## src/rtl/cpu_branch_unit.sv

```systemverilog
// Execute-stage control-transfer resolver: captures one branch/JAL/JALR request,
// evaluates it in a single EVAL cycle, then holds the response and fetch redirect
// until both are taken. Define CPU_BRANCH_UNIT_STATS_EN to build the stat counters.
module cpu_branch_unit #(
  parameter int              XLEN          = 32,
  parameter logic [XLEN-1:0] RESET_PC_LINK = '0
) (
  input  logic            clk,
  input  logic            rst_n,
  input  logic            req_valid,
  output logic            req_ready,
  input  logic [1:0]      req_kind,
  input  logic [2:0]      req_funct3,
  input  logic [XLEN-1:0] req_rs1,
  input  logic [XLEN-1:0] req_rs2,
  input  logic [XLEN-1:0] req_pc,
  input  logic [XLEN-1:0] req_imm,
  input  logic            req_pred_taken,
  output logic            resp_valid,
  input  logic            resp_ready,
  output logic            resp_taken,
  output logic [XLEN-1:0] resp_target,
  output logic [XLEN-1:0] resp_link,
  output logic            resp_mispredict,
  output logic            resp_illegal,
  output logic            resp_misaligned,
  output logic            redirect_valid,
  output logic [XLEN-1:0] redirect_pc,
  input  logic            redirect_ack,
  output logic            flush,
  output logic [31:0]     stat_branches,
  output logic [31:0]     stat_mispredicts
);

  typedef enum logic [1:0] {IDLE, EVAL, RESP} state_t;

  localparam logic [1:0] KIND_BRANCH = 2'b00;
  localparam logic [1:0] KIND_JAL    = 2'b01;
  localparam logic [1:0] KIND_JALR   = 2'b10;

  state_t          state_q;
  logic [1:0]      kind_q;
  logic [2:0]      funct3_q;
  logic [XLEN-1:0] rs1_q, rs2_q, pc_q, imm_q;
  logic            pred_q;

  logic            cond_taken, cond_illegal;
  logic            taken, illegal, misaligned, mispredict;
  logic [XLEN-1:0] taken_target, link, target, jalr_sum;

  // NOTE: every variable gets a default at the top so no path leaves one unassigned (no latch).
  always_comb begin
    cond_taken   = 1'b0;
    cond_illegal = 1'b0;
    case (funct3_q)
      3'b000:  cond_taken = (rs1_q == rs2_q);
      3'b001:  cond_taken = (rs1_q != rs2_q);
      3'b100:  cond_taken = ($signed(rs1_q) <  $signed(rs2_q));
      3'b101:  cond_taken = ($signed(rs1_q) >= $signed(rs2_q));
      3'b110:  cond_taken = (rs1_q <  rs2_q);
      3'b111:  cond_taken = (rs1_q >= rs2_q);
      default: cond_illegal = 1'b1;
    endcase
  end

  always_comb begin
    taken        = 1'b0;
    illegal      = 1'b0;
    jalr_sum     = rs1_q + imm_q;
    taken_target = pc_q + imm_q;
    link         = pc_q + XLEN'(4);
    case (kind_q)
      KIND_BRANCH: begin
        taken   = cond_taken;
        illegal = cond_illegal;
      end
      KIND_JAL:  taken = 1'b1;
      KIND_JALR: begin
        taken        = 1'b1;
        taken_target = {jalr_sum[XLEN-1:1], 1'b0};
      end
      default:   illegal = 1'b1;
    endcase
    target     = taken ? taken_target : link;
    misaligned = taken & (target[1:0] != 2'b00);
    // JALR targets are never predicted by fetch, so they always redirect when legal.
    mispredict = ((kind_q == KIND_JALR) ? 1'b1 : (taken != pred_q)) & ~illegal & ~misaligned;
  end

  // A valid output register doubles as the "not yet done" flag of its handshake.
  logic resp_hs, redirect_hs, resp_done, redirect_done;
  assign resp_hs       = resp_valid & resp_ready;
  assign redirect_hs   = redirect_valid & redirect_ack;
  assign resp_done     = ~resp_valid | resp_hs;
  assign redirect_done = ~redirect_valid | redirect_hs;

  // NOTE: state is updated with non-blocking assignments so every flop samples pre-edge values.
  always_ff @(posedge clk or negedge rst_n) begin
    if (!rst_n) begin
      state_q         <= IDLE;
      req_ready       <= 1'b1;
      kind_q          <= '0;
      funct3_q        <= '0;
      rs1_q           <= '0;
      rs2_q           <= '0;
      pc_q            <= '0;
      imm_q           <= '0;
      pred_q          <= 1'b0;
      resp_valid      <= 1'b0;
      resp_taken      <= 1'b0;
      resp_target     <= '0;
      resp_link       <= RESET_PC_LINK;
      resp_mispredict <= 1'b0;
      resp_illegal    <= 1'b0;
      resp_misaligned <= 1'b0;
      redirect_valid  <= 1'b0;
      redirect_pc     <= RESET_PC_LINK;
      flush           <= 1'b0;
    end else begin
      flush <= 1'b0;
      case (state_q)
        IDLE: begin
          if (req_valid) begin
            kind_q    <= req_kind;
            funct3_q  <= req_funct3;
            rs1_q     <= req_rs1;
            rs2_q     <= req_rs2;
            pc_q      <= req_pc;
            imm_q     <= req_imm;
            pred_q    <= req_pred_taken;
            req_ready <= 1'b0;
            state_q   <= EVAL;
          end
        end
        EVAL: begin
          resp_valid      <= 1'b1;
          resp_taken      <= taken;
          resp_target     <= target;
          resp_link       <= link;
          resp_mispredict <= mispredict;
          resp_illegal    <= illegal;
          resp_misaligned <= misaligned;
          redirect_valid  <= mispredict;
          redirect_pc     <= target;
          flush           <= mispredict;
          state_q         <= RESP;
        end
        RESP: begin
          if (resp_hs)     resp_valid     <= 1'b0;
          if (redirect_hs) redirect_valid <= 1'b0;
          if (resp_done && redirect_done) begin
            req_ready <= 1'b1;
            state_q   <= IDLE;
          end
        end
        default: state_q <= IDLE;
      endcase
    end
  end

`ifdef CPU_BRANCH_UNIT_STATS_EN
  logic [31:0] branches_q, mispredicts_q;

  always_ff @(posedge clk or negedge rst_n) begin
    if (!rst_n) begin
      branches_q    <= '0;
      mispredicts_q <= '0;
    end else begin
      if (resp_hs && kind_q == KIND_BRANCH && !resp_illegal && branches_q != '1)
        branches_q <= branches_q + 32'd1;
      if (redirect_hs && mispredicts_q != '1)
        mispredicts_q <= mispredicts_q + 32'd1;
    end
  end

  assign stat_branches    = branches_q;
  assign stat_mispredicts = mispredicts_q;
`else
  assign stat_branches    = '0;
  assign stat_mispredicts = '0;
`endif

endmodule

```

## config.mk

```make
export PLATFORM = sky130hd
export DESIGN_NAME = cpu_branch_unit
export DESIGN_NICKNAME = d
export VERILOG_FILES = /design/src/rtl/cpu_branch_unit.sv
export SDC_FILE = /design/constraint.sdc
export NUM_CORES = 1
export LEC_CHECK = 0
export ABC_AREA = 1
export BUFFER_PORTS_ARGS = -buffer_cell sky130_fd_sc_hd__buf_2
export CAP_MARGIN = 20
export CORE_ASPECT_RATIO = 1.1
export CORE_UTILIZATION = 52
export CTS_BUF_LIST = sky130_fd_sc_hd__clkbuf_4
export DETAILED_ROUTE_END_ITERATION = 8
export GPL_TIMING_DRIVEN = 0
export PLACE_DENSITY = 0.8
export SLEW_MARGIN = 25
export SYNTH_ARGS = -nofsm -noshare
export SYNTH_HDL_FRONTEND = slang
export SYNTH_SLANG_ARGS = --single-unit
```

## constraint.sdc

```tcl
create_clock -name clk -period 2.1 [get_ports clk]
set_input_delay 0.42 -clock clk [delete_from_list [all_inputs] [get_ports clk]]
set_output_delay 0.42 -clock clk [all_outputs]
set_load 0.03 [all_outputs]
```

==> summary.md <==
Status
* outcome: complete, but fails checks
* violations in the final reports: negative setup slack

Routing
* vias per inst: 5.45
* sum of routed wire length over all layers: 54.1 mm
* number of iterations in the first detailed-routing pass: 7
* initial detailed-routing violation count: 1510
* DRC violations left: 0
* number of antenna-violating nets in the routed design: 0
* average wire per cell in the routed design: 18.8 µm
* vias: 15650

Final layout
* Filler Cells Inserted: 1959
* Post-Layout Inst Area: 19300 µm²
* Nets: 2716
* share of cells above drive strength 1: 25.3%
* signed area change from the synthesized netlist to the final layout: 36.6%

Placed design
* area of placed instances: 16200 µm²
* RePlAce Congestion: 0.951
* placed wire-length estimate after detailed placement: 36.5 mm
* Port-buffer cells: 242
* pre-CTS WS: -0.932 ns

Global route
* largest net degree at the start of global routing: 96
* GR peak layer: met2
* Overall Global Routing Usage: 36.9%
* met1 layer usage reported by global route: 44.1%
* antenna violations before repair: 3
* global-route wire length before repair: 79.7 mm
* met3 track demand over resource in global routing: 5.65%
* met2 routing resource usage after global routing: 64.3%
* aggregate global routing overflow: 0
* number of global-route vias before repair: 15252

Clock network
* number of CTS-inserted buffers: 54
* CTS H-tree depth: 2
* clock tree from TritonCTS: built
* clock insertion delay at the later pin of the skew report: 0.69 ns
* clock tree root driver cell: sky130_fd_sc_hd__clkbuf_4
* # clock sinks: 208
* CTS Buffer Depth: 3
* clock slew seen by the registers of the worst setup and hold paths: 0.08 ns

Worst setup path
* Worst Path Class, Setup: flop to flop
* endpoint of the worst-slack reg-to-reg timing path: redirect_pc[25]
* required time worst endpoint: 2.71 ns
* worst-path fanout max: 5
* signal arrival time at the worst endpoint: 3.55 ns
* cell type group with the largest total delay on the critical path: simple AND/OR/NAND/NOR gates
* worst reg2reg path depth: 20
* Worst R2R Start: rs2_q[17]
* CP max stage delay: 0.38 ns
* crit path max-delay cell type: sky130_fd_sc_hd__dfrtp_1
* most frequent cell on the critical path: sky130_fd_sc_hd__nand2_1
* number of buffer and inverter instances along the worst setup path: 2
* Crit. End Element: flop
* Setup crit start kind: flop
* CP cell instances: inv_1, ha_1, nand2_1, nand2_1, nand2_1, nand2_1, nand2_2, nand2_2, a21oi_4, nand2_1, nand2_2, nand3_2, nand3_4, nand2_4, buf_4, nand2_8, nand2_4, a21oi_1, o21ai_4, nand2_1
* slack of the worst reg-to-reg path: -0.84 ns

Yosys
* cell types with the highest counts after synthesis: sky130_fd_sc_hd__nand2_1 (691), sky130_fd_sc_hd__dfrtp_1 (207), sky130_fd_sc_hd__inv_1 (157)
* share of flip-flops with an asynchronous set or reset: 100%
* number of unique standard cell types used by synthesis: 52
* register bit total from synthesis: 208
* number of cells produced by synthesis: 1937
* most used flip-flop cell after synthesis: sky130_fd_sc_hd__dfrtp_1
* number of enable-type register cells in the synthesized netlist: 0
* top cells by area in the synthesized netlist: sky130_fd_sc_hd__dfrtp_1 (37%), sky130_fd_sc_hd__nand2_1 (18%), sky130_fd_sc_hd__ha_1 (8.6%), sky130_fd_sc_hd__buf_4 (5.2%), sky130_fd_sc_hd__o21ai_0 (5.2%)
* average size of a mapped cell: 7.31 µm²
* proportion of netlist area held by the largest area contributor: 36.6%
* number of warnings printed during yosys synthesis: 0
* library cell with the largest summed area after synthesis: sky130_fd_sc_hd__dfrtp_1
* share of the yosys chip area belonging to registers: 36.8%
* synthesized cell area: 14200 µm²
* cell with the most instances after synthesis: sky130_fd_sc_hd__nand2_1

Power and ir drop
* switch share: 54.9%
* Total Power: 0.0363 W
* net switching power: 0.0199 W
* maximum vdd ir drop: 0.00101 V
* Pint: 0.0164 W
* register share of total power: 22.0%
* total power density per cell area: 1880 nW/µm²
* standby leakage power: 10.4 nW
* Clk network pwr share: 9.2%
* Logic pwr share: 68.8%

Timing
* Relative slew margins: 46.3%
* final worst slack: -0.842 ns
* number of endpoints with negative hold slack in the final report: 0
* RSZ-0062 raised after global routing: yes
* period utilization: 140%
* actual slew at the worst max-slew pin: 0.806 ns
* Layout Skew: 0.0361 ns
* count of endpoints failing setup in the final report: 42
* Setup TNS: -28.88 ns
* FMAX: 340 MHz
* pins over their slew limit: 0
* shortest clock period the worst path allows after layout: 2.94 ns

Die
* floorplan die area: 27900 µm²
* overall die height: 175 µm
* Top Ports: 307
* Starting Density: 53.5%
* Std-Cell Core Area: 26500 µm²
* # rows: 62
* Horiz. Die Dim: 159 µm

Hold path
* class of the tightest hold or removal check: input pin to async pin

Run
* MaxCap Viol Count: 0

## sequential cells by signal, indices dropped and copies added, names as in the netlist, 2 cells and up
| signal | count |
|---|---|
| kind_q | 2 |
| resp_link | 32 |
| state_q | 2 |
| rs2_q | 32 |
| imm_q | 32 |
| redirect_pc | 32 |
| funct3_q | 3 |
| rs1_q | 32 |
| pc_q | 32 |
## final cells by class
| cell class | instances | area, µm² | area share (%) |
|---|---|---|---|
| plain buffers | 148 | 1020 | 5.29 |
| diodes | 4 | 10.0 | 0.0518 |
| well taps | 352 | 440 | 2.28 |
| clock buffers | 71 | 533 | 2.76 |
| repair buffers | 420 | 3050 | 15.8 |
| inverters | 160 | 603 | 3.12 |
| flip-flops and latches | 208 | 5210 | 27.0 |
| multi-input cells | 1486 | 8380 | 43.3 |
| clock inverters | 22 | 88.8 | 0.459 |
## repair_timing
item / 4_1_cts / 5_1_grt
hold buffers: 137 / 0
setup endpoints to repair: 139 / 141
endpoints found under the hold margin: 344 / 0
cloned: 2 / 4
buffers inserted: 25 / 10
gates resized for setup: 99 / 121
pin swaps: 26 / 43
## per-stage QoR
stage	hold WS, ns	cells	util [%]
after floorplan	0.124	2000	-
after global placement	0.452	2594	60.9
after detailed placement	0.267	2596	61.2
after CTS	0.129	2853	71.0
after global routing	0.164	2870	73.1
final	0.147	2871	73.1
## layout by cell type, fill, tap and decap left out, types with 6 or more instances in the layout
cell type,instances
sky130_fd_sc_hd__nor2_1,107
sky130_fd_sc_hd__o21bai_1,10
sky130_fd_sc_hd__o21ai_0,131
sky130_fd_sc_hd__nand3_2,17
sky130_fd_sc_hd__a21oi_2,10
sky130_fd_sc_hd__ha_4,14
sky130_fd_sc_hd__inv_2,8
sky130_fd_sc_hd__o21ai_1,12
sky130_fd_sc_hd__conb_1,64
sky130_fd_sc_hd__nand2_4,11
sky130_fd_sc_hd__nand3_1,42
sky130_fd_sc_hd__nor3_1,16
sky130_fd_sc_hd__a31oi_1,9
sky130_fd_sc_hd__clkbuf_4,73
sky130_fd_sc_hd__clkinv_1,17
sky130_fd_sc_hd__xor2_1,34
sky130_fd_sc_hd__buf_2,243
sky130_fd_sc_hd__a221oi_1,6
sky130_fd_sc_hd__o21a_1,8
sky130_fd_sc_hd__a21oi_1,99
sky130_fd_sc_hd__nand2_1,655
sky130_fd_sc_hd__dfrtp_1,203
sky130_fd_sc_hd__nand3_4,8
sky130_fd_sc_hd__ha_1,80
sky130_fd_sc_hd__inv_1,151
sky130_fd_sc_hd__nand4_1,22
sky130_fd_sc_hd__buf_6,8
sky130_fd_sc_hd__clkbuf_2,18
sky130_fd_sc_hd__o21ai_2,8
sky130_fd_sc_hd__nand2_2,32
sky130_fd_sc_hd__buf_4,125
sky130_fd_sc_hd__a21o_1,19
sky130_fd_sc_hd__dlygate4sd3_1,137
sky130_fd_sc_hd__nor2_4,12
sky130_fd_sc_hd__clkbuf_1,22
sky130_fd_sc_hd__xnor2_1,13
## worst max-delay path by stage
stage               slack, ns         endpoint  cells after the start       from
finish                  -0.84  redirect_pc[25]                     20  rs2_q[17]
global route            -0.92   redirect_pc[7]                     19  rs1_q[17]
CTS                     -0.62   redirect_pc[7]                     18  rs1_q[21]
detailed placement      -0.93   redirect_pc[6]                     15  rs1_q[29]
global placement        -2.73        rs2_q[29]                      1      rst_n
floorplan               -0.12   redirect_pc[7]                     18  rs1_q[23]
## logic make-up (layout without fill, tap and decap cells)
group,Yosys count,count (layout),share of synthesized area [%]
buffers and inverters,308,821,11.0
adders and majority gates,99,99,8.86
AOI/OAI and AO/OA,328,328,12.8
DFF,208,208,36.8
other,1,68,0.0265
and+or+nand+nor,944,946,27.5
xor gates and xnor gates,49,49,3.03
## worst reg2reg max path: stages, from the launching register on
cell and delay (ns):
sky130_fd_sc_hd__dfrtp_1 0.38, sky130_fd_sc_hd__inv_1 0.10, sky130_fd_sc_hd__ha_1 0.27, sky130_fd_sc_hd__nand2_1 0.11, sky130_fd_sc_hd__nand2_1 0.09, sky130_fd_sc_hd__nand2_1 0.08
sky130_fd_sc_hd__nand2_1 0.06, sky130_fd_sc_hd__nand2_2 0.07, sky130_fd_sc_hd__nand2_2 0.07, sky130_fd_sc_hd__a21oi_4 0.29, sky130_fd_sc_hd__nand2_1 0.13, sky130_fd_sc_hd__nand2_2 0.12
sky130_fd_sc_hd__nand3_2 0.09, sky130_fd_sc_hd__nand3_4 0.12, sky130_fd_sc_hd__nand2_4 0.07, sky130_fd_sc_hd__buf_4 0.16, sky130_fd_sc_hd__nand2_8 0.10, sky130_fd_sc_hd__nand2_4 0.11
sky130_fd_sc_hd__a21oi_1 0.31, sky130_fd_sc_hd__o21ai_4 0.09, sky130_fd_sc_hd__nand2_1 0.06
## power groups by stage
stage	combinational, W	clock (W)	sequential, W
3_5_place_dp	0.0206	0	0.00786
5_1_grt	0.0270	0.00358	0.00814
6_report	0.0250	0.00336	0.00798
4_1_cts	0.0227	0.00332	0.00780
2_1_floorplan	0.0136	0	0.00848
3_3_place_gp	0.0202	0	0.00780
## metal layers
layer,share of wire (%),up-vias
met5,0,-
met4,5.7,0
met3,8.0,198
met2,49,928
met1,38,7260
li1,-,7264
Note: power is estimated with default switching activity, not from simulation.
